File: src/rtl/fim_pf_vf_route_pkg.sv
// Shared types for the PF/VF ingress steering demux: route table entry layout,
// FSM state encoding and the per-entry match rule.
package fim_pf_vf_route_pkg;

  localparam int CNT_W   = 16;
  localparam int RT_PF_W = 3;
  localparam int RT_VF_W = 11;

  typedef struct packed {
    logic               en;
    logic               vfa;
    logic [RT_VF_W-1:0] vf;
    logic [RT_PF_W-1:0] pf;
  } route_entry_t;

  typedef enum logic {
    ST_IDLE = 1'b0,
    ST_PKT  = 1'b1
  } fsm_state_t;

  // VF number only participates in the match for VF-active traffic.
  function automatic logic route_lookup(
    input route_entry_t       e,
    input logic [RT_PF_W-1:0] pf,
    input logic [RT_VF_W-1:0] vf,
    input logic               vfa
  );
    return e.en && (e.pf == pf) && (e.vfa == vfa) && (!vfa || (e.vf == vf));
  endfunction

endpackage

File: src/rtl/fim_pf_vf_skid2.sv
// Two-entry output buffer carrying {dest, sop, eop, data}; the accept signal is
// registered so nothing on the upstream side depends combinationally on pops.
module fim_pf_vf_skid2 #(
  parameter int WIDTH  = 80,
  parameter int DEST_W = 2
) (
  input  logic              clk,
  input  logic              rst,
  input  logic              i_push,
  input  logic [DEST_W-1:0] i_dest,
  input  logic              i_sop,
  input  logic              i_eop,
  input  logic [WIDTH-1:0]  i_data,
  input  logic              i_pop,
  output logic              o_ready,
  output logic              o_valid,
  output logic [DEST_W-1:0] o_dest,
  output logic              o_sop,
  output logic              o_eop,
  output logic [WIDTH-1:0]  o_data
);

  localparam int EW = DEST_W + 2 + WIDTH;

  logic [EW-1:0] r_mem [2];
  logic          r_wr_ptr;
  logic          r_rd_ptr;
  logic [1:0]    r_count;
  logic          r_ready;
  logic [1:0]    w_count_next;
  logic          w_push;
  logic          w_pop;

  assign w_push = i_push & r_ready;
  assign w_pop  = i_pop & (r_count != 2'd0);

  always_comb begin
    w_count_next = r_count;
    if (w_push && !w_pop)
      w_count_next = r_count + 2'd1;
    else if (!w_push && w_pop)
      w_count_next = r_count - 2'd1;
  end

  always_ff @(posedge clk or posedge rst) begin
    if (rst) begin
      r_mem[0] <= '0;
      r_mem[1] <= '0;
      r_wr_ptr <= 1'b0;
      r_rd_ptr <= 1'b0;
      r_count  <= 2'd0;
      r_ready  <= 1'b0;
    end else begin
      if (w_push) begin
        r_mem[r_wr_ptr] <= {i_dest, i_sop, i_eop, i_data};
        r_wr_ptr        <= ~r_wr_ptr;
      end
      if (w_pop)
        r_rd_ptr <= ~r_rd_ptr;
      r_count <= w_count_next;
      // A pop while full only reopens the input one cycle later.
      r_ready <= (w_count_next != 2'd2);
    end
  end

  assign {o_dest, o_sop, o_eop, o_data} = r_mem[r_rd_ptr];
  assign o_valid = (r_count != 2'd0);
  assign o_ready = r_ready;

endmodule

File: src/rtl/fim_pf_vf_route_demux.sv
// Ingress steering for one PF/VF crossbar input: looks up the destination on
// the SOP beat, holds it for the packet and fans beats out one-hot.
//   state   | meaning
//   ST_IDLE | between packets; next accepted beat must carry sop
//   ST_PKT  | inside a packet; beats follow the latched destination
module fim_pf_vf_route_demux
  import fim_pf_vf_route_pkg::*;
#(
  parameter int WIDTH    = 80,
  parameter int N        = 4,
  parameter int PF_W     = RT_PF_W,
  parameter int VF_W     = RT_VF_W,
  parameter int PF_LSB   = 0,
  parameter int VF_LSB   = 3,
  parameter int VFA_BIT  = 14,
  parameter int DEF_PORT = 0
) (
  input  logic                 clk,
  input  logic                 rst,
  input  logic [WIDTH-1:0]     in_data,
  input  logic                 in_sop,
  input  logic                 in_eop,
  input  logic                 in_valid,
  output logic                 in_ready,
  output logic [WIDTH-1:0]     out_data,
  output logic [N-1:0]         out_sop,
  output logic [N-1:0]         out_eop,
  output logic [N-1:0]         out_valid,
  input  logic [N-1:0]         out_ready,
  input  logic                 cfg_we,
  input  logic [$clog2(N)-1:0] cfg_idx,
  input  logic [PF_W+VF_W+1:0] cfg_entry,
  output logic [CNT_W-1:0]     unroute_cnt,
  output logic [CNT_W-1:0]     proto_err_cnt
);

  localparam int IDX_W = $clog2(N);

  route_entry_t     r_table [N];
  fsm_state_t       r_state;
  fsm_state_t       w_state_next;
  logic [IDX_W-1:0] r_dest;
  logic [CNT_W-1:0] r_unroute_cnt;
  logic [CNT_W-1:0] r_err_cnt;

  logic [PF_W-1:0]  w_pf;
  logic [VF_W-1:0]  w_vf;
  logic             w_vfa;
  logic             w_hit;
  logic [IDX_W-1:0] w_lookup_dest;
  logic             w_accept;
  logic             w_push;
  logic [IDX_W-1:0] w_push_dest;
  logic             w_unroute_inc;
  logic             w_err_inc;
  logic             w_in_ready;
  logic             w_head_valid;
  logic [IDX_W-1:0] w_head_dest;
  logic             w_head_sop;
  logic             w_head_eop;
  logic             w_pop;

  assign w_pf     = in_data[PF_LSB +: PF_W];
  assign w_vf     = in_data[VF_LSB +: VF_W];
  assign w_vfa    = in_data[VFA_BIT];
  assign w_accept = in_valid & w_in_ready;

  // Scan downward so the lowest matching index is the one left standing.
  always_comb begin
    w_hit         = 1'b0;
    w_lookup_dest = IDX_W'(DEF_PORT);
    for (int i = N - 1; i >= 0; i--) begin
      if (route_lookup(r_table[i], w_pf, w_vf, w_vfa)) begin
        w_hit         = 1'b1;
        w_lookup_dest = IDX_W'(i);
      end
    end
  end

  always_comb begin
    w_state_next  = r_state;
    w_push        = 1'b0;
    w_push_dest   = r_dest;
    w_unroute_inc = 1'b0;
    w_err_inc     = 1'b0;
    if (w_accept) begin
      case (r_state)
        ST_IDLE: begin
          if (in_sop) begin
            w_push        = 1'b1;
            w_push_dest   = w_lookup_dest;
            w_unroute_inc = !w_hit;
            w_state_next  = in_eop ? ST_IDLE : ST_PKT;
          end else begin
            w_err_inc = 1'b1;
          end
        end
        ST_PKT: begin
          w_push = 1'b1;
          if (in_sop) begin
            w_err_inc     = 1'b1;
            w_push_dest   = w_lookup_dest;
            w_unroute_inc = !w_hit;
          end
          if (in_eop)
            w_state_next = ST_IDLE;
        end
        default: w_state_next = ST_IDLE;
      endcase
    end
  end

  always_ff @(posedge clk or posedge rst) begin
    if (rst) begin
      r_state       <= ST_IDLE;
      r_dest        <= IDX_W'(DEF_PORT);
      r_unroute_cnt <= '0;
      r_err_cnt     <= '0;
      for (int i = 0; i < N; i++)
        r_table[i] <= '0;
    end else begin
      r_state <= w_state_next;
      if (w_push)
        r_dest <= w_push_dest;
      if (w_unroute_inc && (r_unroute_cnt != '1))
        r_unroute_cnt <= r_unroute_cnt + 1'b1;
      if (w_err_inc && (r_err_cnt != '1))
        r_err_cnt <= r_err_cnt + 1'b1;
      if (cfg_we)
        r_table[cfg_idx] <= route_entry_t'(cfg_entry);
    end
  end

  fim_pf_vf_skid2 #(
    .WIDTH  (WIDTH),
    .DEST_W (IDX_W)
  ) u_skid (
    .clk     (clk),
    .rst     (rst),
    .i_push  (w_push),
    .i_dest  (w_push_dest),
    .i_sop   (in_sop),
    .i_eop   (in_eop),
    .i_data  (in_data),
    .i_pop   (w_pop),
    .o_ready (w_in_ready),
    .o_valid (w_head_valid),
    .o_dest  (w_head_dest),
    .o_sop   (w_head_sop),
    .o_eop   (w_head_eop),
    .o_data  (out_data)
  );

  assign w_pop         = w_head_valid & out_ready[w_head_dest];
  assign out_valid     = w_head_valid ? (N'(1) << w_head_dest) : '0;
  assign out_sop       = out_valid & {N{w_head_sop}};
  assign out_eop       = out_valid & {N{w_head_eop}};
  assign in_ready      = w_in_ready;
  assign unroute_cnt   = r_unroute_cnt;
  assign proto_err_cnt = r_err_cnt;

endmodule

File: config.mk
export PLATFORM = sky130hd
export DESIGN_NAME = fim_pf_vf_route_demux
export DESIGN_NICKNAME = d
export VERILOG_FILES = /design/src/rtl/fim_pf_vf_route_pkg.sv /design/src/rtl/fim_pf_vf_skid2.sv /design/src/rtl/fim_pf_vf_route_demux.sv
export SDC_FILE = /design/constraint.sdc
export NUM_CORES = 1
export LEC_CHECK = 0
export ABC_AREA = 0
export CORE_MARGIN = 4
export CORE_UTILIZATION = 31
export CTS_BUF_LIST = sky130_fd_sc_hd__clkbuf_4 sky130_fd_sc_hd__clkbuf_8
export DETAILED_ROUTE_END_ITERATION = 7
export DONT_BUFFER_PORTS = 1
export PLACE_DENSITY = 0.5
export SLEW_MARGIN = 10
export SYNTH_ARGS = -nofsm -noshare
export SYNTH_HDL_FRONTEND = slang
export SYNTH_SLANG_ARGS = --single-unit
File: constraint.sdc
create_clock -name clk -period 11.74 [get_ports clk]
set_input_delay 2.348 -clock clk [delete_from_list [all_inputs] [get_ports clk]]
set_output_delay 2.348 -clock clk [all_outputs]
set_load 0.02 [all_outputs]
-- After elaboration in Yosys (flattened, before gate mapping)
Index checks and enable logic that the tools add are counted.
- output and inout bits: 125
- register bits: 272
- word-level logic and storage cells: 126
- input bits: 108
- reduce and logical (&&, ||, !) cells: 27
- order comparisons: 6
- eq/ne operators: 15
- muxes and demuxes: 35
- add/sub/neg operators: 4
- shift operators: 1
- bitwise logic cells: 12
- operator list (cell ; number):
    2-to-1 mux 84 bit ; 4
    bitwise mux 168 bit ; 1
    demux 84 bit (select 1 bit) ; 1
    bitwise mux 64 bit ; 1
    equality test 11 bit ; 4
    adder 16 x 1 -> 16 bit (second input constant) ; 2
    demux 16 bit (select 2 bit) ; 1
    inequality test 16 bit (second input constant) ; 2
    logical AND 1 bit ; 18
    2-to-1 mux 16 bit ; 1
    2-to-1 mux 2 bit ; 8
    2-to-1 mux 1 bit ; 13
    equality test 3 bit ; 4
    bitwise AND 4 bit ; 2
    case mux 1 bit (2 select lines) ; 3
    bitwise AND 1 bit ; 4
    equality test 1 bit ; 4
    greater-or-equal comparator 2 bit (second input constant) ; 2
    logical NOT 1 bit ; 4
    logical OR 1 bit ; 4
    2-to-1 mux 4 bit ; 1
    NOT 1 -> 2 bit ; 2
    << shifter 1 x 2 -> 4 bit (first input constant) ; 1
    greater-or-equal comparator 3 bit (second input constant) ; 1
    other kinds (10) ; 12

-- Logic depth before layout (Yosys ltp)
- depth after elaboration: 12
- mapped depth: 9
- gate-level depth less buffers: 8

-- By module
From an unflattened synthesis, not the netlist that was laid out.
- cell total of the unflattened synthesis: 884
- area total of the unflattened synthesis: 12899.9 um^2
- by module, submodules not included (module ; cells each ; area each (um^2) ; instances ; sequential area each (um^2)):
    fim_pf_vf_skid2 ; 478 ; 7960.1 ; 1 ; 4329.2
    fim_pf_vf_route_demux ; 406 ; 4939.7 ; 1 ; 2477.4

-- Least setup slack after synthesis
Ideal clock, no wire load.
- path type: input port to flip-flop
- start point: input in_sop
- end point: register u_skid.r_mem[10] in the netlist's numbering
- required time: 11.615 ns
- data arrival time: 4.116 ns
- slack: 7.500 ns
- stages on the path: 8
- setup time: 0.125 ns
- path buffers: 3
- cells stage by stage: inv_1 -> ha_1 -> nor2_1 -> and2_1 -> clkbuf_1 -> buf_2 -> buf_2 -> mux2_2
- cells in the longest elaborated chain, start to end: 4
- ends and longest elaborated chain (element ; line ; text):
    start, declared ; fim_pf_vf_route_demux.sv:21 ; input logic in_sop,
    2-to-1 mux 1 bit ; fim_pf_vf_route_demux.sv:89 ; if (in_sop) begin
    case mux 1 bit (2 select lines) ; fim_pf_vf_route_demux.sv:87 ; case (r_state)
    2-to-1 mux 1 bit ; fim_pf_vf_route_demux.sv:86 ; if (w_accept) begin
    bitwise AND 1 bit ; fim_pf_vf_skid2.sv:34 ; assign w_push = i_push & r_ready;
    end signal, assigned by index ; fim_pf_vf_skid2.sv:55 ; r_mem[r_wr_ptr] <= {i_dest, i_sop, i_eop, i_data};
    end, declared ; fim_pf_vf_skid2.sv:25 ; logic [EW-1:0] r_mem [2];
Every way passes these cells.
A chain may end at the register's enable or synchronous reset.

-- Worst setup path after layout
- start point: register u_skid.r_rd_ptr
- end point: output out_sop[1]
- cells in the longest elaborated chain, start to end: 7
- ends and longest elaborated chain (element ; line ; text):
    start, declared ; fim_pf_vf_skid2.sv:27 ; logic r_rd_ptr;
    start signal, assigned ; fim_pf_vf_skid2.sv:59 ; r_rd_ptr <= ~r_rd_ptr;
    NOT 1 -> 2 bit (not written as such) (*) ; fim_pf_vf_skid2.sv:66 ; assign {o_dest, o_sop, o_eop, o_data} = r_mem[r_rd_ptr];
    2-to-1 mux 84 bit (not written as such) (*) (3 in series) ; fim_pf_vf_skid2.sv:66 ;
    << shifter 1 x 2 -> 4 bit ; fim_pf_vf_route_demux.sv:155 ; assign out_valid = w_head_valid ? (N'(1) << w_head_dest) : '0;
    2-to-1 mux 4 bit ; fim_pf_vf_route_demux.sv:155 ;
    bitwise AND 4 bit (*) ; fim_pf_vf_route_demux.sv:156 ; assign out_sop = out_valid & {N{w_head_sop}};
    end, declared ; fim_pf_vf_route_demux.sv:26 ; output logic [N-1:0] out_sop,
Every way passes the cells marked *; elsewhere a longest branch is shown, timed or not. The select of a mux whose other input is x is not followed.

==> results.json <==
{
  "antenna_found_initial": 0,
  "routed_via_density": 4.78,
  "diodes": 0,
  "final_common_cell": "mux2_2",
  "dieArea_sq_um": 43000,
  "cts_tree": "yes",
  "syn-instance-count": 899,
  "drive_above_1_share": 0.441,
  "startpoint_type": "flop",
  "drc": 0,
  "fin_skew_ns": 0.0275,
  "clock_sinks": 272,
  "drt-initial-drc-count": 233,
  "post_cts_buffers": 0,
  "grtUsageTotal": 0.139,
  "drt_pass1_iterations": 4,
  "fin_setup_tns_ns": 0,
  "critPathCaptureType": "output pin",
  "synth_edf_count": 0,
  "netlist_area_sq_um": 12300,
  "placementRows": 72,
  "fin_hold_ws_ns": 0.482,
  "cts_buffers": 51,
  "die_w_microns": 207,
  "htreeDepth": 2,
  "peakVddDrop_mv": 0.128,
  "clk_path_buf_depth": 3,
  "setup_viol": 0,
  "post-route-period-util": 0.446,
  "die-height_microns": 207,
  "clk_latency_ns": 0.61,
  "cap_viol_max_count": 0,
  "clockRootBuffer": "clkbuf_8",
  "final_core_util": 0.357,
  "grt_max_degree": 79,
  "yosys_warnings": 0,
  "grt_pass1_wl_microns": 47000,
  "outcome": "complete, no violations",
  "critical_path_class": "flop to output pin",
  "n_fill_cell": 3830,
  "clock.fmax_mhz": 191,
  "clk_pin_slew_ns": 0.06,
  "placement.cell_area_sq_um": 12800,
  "io_pins": 233,
  "portBuffers": 0,
  "start_util": 0.316,
  "synth_cell_types": 46,
  "wl_per_cell_microns": 20.6,
  "stdcell_area_sq_um": 13900,
  "worstPathArrival_ns": 2.89,
  "syn2layout_area_growth_pct": 13.1,
  "routed_wl_microns": 30300,
  "ys_seq_elements": 272,
  "synthFlopType": "dfrtp_1",
  "power_density_nw_per_um2": 282,
  "path_max_fanout": 74,
  "worst_slew_pin_slew_ns": 1.12,
  "final.min_clock_period_ns": 5.23,
  "final_cell_mix": "308 x mux2_2, 271 x dfrtp_1, 68 x clkbuf_8, 47 x xor2_1, 43 x xnor2_1",
  "overflow": 0,
  "grt_setup_unrepaired": "false",
  "min_path_type": "flop to flop",
  "ys_async_sr_fraction": 1.00,
  "syn-num-nets": 1011,
  "syn_area_per_cell_sq_um": 13.7,
  "p_leak_nw": 5.86,
  "dp_hpwl_microns": 20600,
  "gp_congestion": 0.779,
  "num_vias": 7009,
  "worstPathRequired_ns": 9.39,
  "relSlewSlack": 0.251,
  "final_nets": 1022,
  "drv_slew": 0,
  "synth-seq-area-share": 0.552,
  "ant_nets": 0,
  "postCtsHoldBufs": 0,
  "grt_pass1_vias": 7515,
  "cts_resized": 0,
  "hold_violations": 0,
  "core_sq_um": 39000
}
worst paths after layout:
kind | from | cells after the start | slack [ns] | to
min reg2reg | u_skid.r_mem[14]$_DFFE_PP0P_ | 2 | 0.48 | u_skid.r_mem[14]$_DFFE_PP0P_
max in group asynchronous | rst | 3 | 7.97 | u_skid.r_rd_ptr$_DFFE_PP0P_
max reg2reg | u_skid.r_rd_ptr$_DFFE_PP0P_ | 8 | 8.55 | u_skid.o_ready$_DFF_PP0_
max | u_skid.r_rd_ptr$_DFFE_PP0P_ | 5 | 6.51 | out_sop[1]
min in group asynchronous | rst | 1 | 1.68 | u_skid.r_mem[138]$_DFFE_PP0P_
min | u_skid.r_mem[14]$_DFFE_PP0P_ | 2 | 0.48 | u_skid.r_mem[14]$_DFFE_PP0P_
worst max-delay path, stage by stage (launching register included):
cell	delay [ns]
dfrtp_4	0.62
buf_4	0.81
nand2_1	0.17
o32ai_1	0.15
nand2b_1	0.13
nor2_1	0.34
cells in the mapped netlist (8+ instances only):
cell,n,area share
inv_1,14,0.0043
xnor2_1,43,0.031
xor2_1,47,0.033
and3_1,8,0.0041
nand4_1,13,0.0066
nand2_1,23,0.0070
mux2_2,308,0.28
buf_2,20,0.0081
dfrtp_1,272,0.55
clkbuf_1,24,0.0073
nand3_1,17,0.0069
nor2_1,32,0.0097
power by group:
group	internal, mW	switching, mW
logic	0.624	0.772
registers	1.31	0.240
clock network	0.594	0.397
metal layers:
metal / vias up / track usage / part of all wire
met5: - / 0 / 0
met3: 41 / 0.0586 / 0.094
li1: 3199 / - / -
met1: 3560 / 0.181 / 0.44
met2: 209 / 0.207 / 0.44
met4: 0 / 0.0481 / 0.024
metrics by stage:
step / instances / setup WS (ns) / power (mW)
after floorplan: 899 / 1.90 / 2.70
after global placement: 1375 / 6.83 / 2.97
after detailed placement: 1375 / 6.80 / 2.99
after global routing: 1466 / 6.16 / 4.19
final: 1466 / 6.51 / 3.93
after CTS: 1466 / 6.33 / 4.01
layout make-up:
cell class              count  area (sq um)  area share
multi-input cells         562          5230       0.375
clock inverters             4          45.0     0.00323
repair buffers              9          67.6     0.00485
flip-flops and latches    272          6810       0.488
clock buffers              87          1080      0.0774
well taps                 518           648      0.0465
inverters                  14          60.1     0.00431
flip-flops by register name, summed over array words and instances (netlist names):
signal,flops
r_state,1
u_skid.r_rd_ptr,1
proto_err_cnt,16
unroute_cnt,16
u_skid.r_wr_ptr,1
r_dest,2
r_table,64
u_skid.r_count,2
u_skid.r_mem,168
u_skid.o_ready,1
cell families after synthesis:
group | after synthesis | share of synthesized area
and+or+nand+nor | 127 | 0.0529
AOI/OAI and AO/OA | 28 | 0.0162
DFF | 272 | 0.552
adders and majority gates | 5 | 0.00487
xor gates and xnor gates | 90 | 0.0640
buffers and inverters | 65 | 0.0240
muxes | 312 | 0.286
Power figures use the tool's default switching activity.
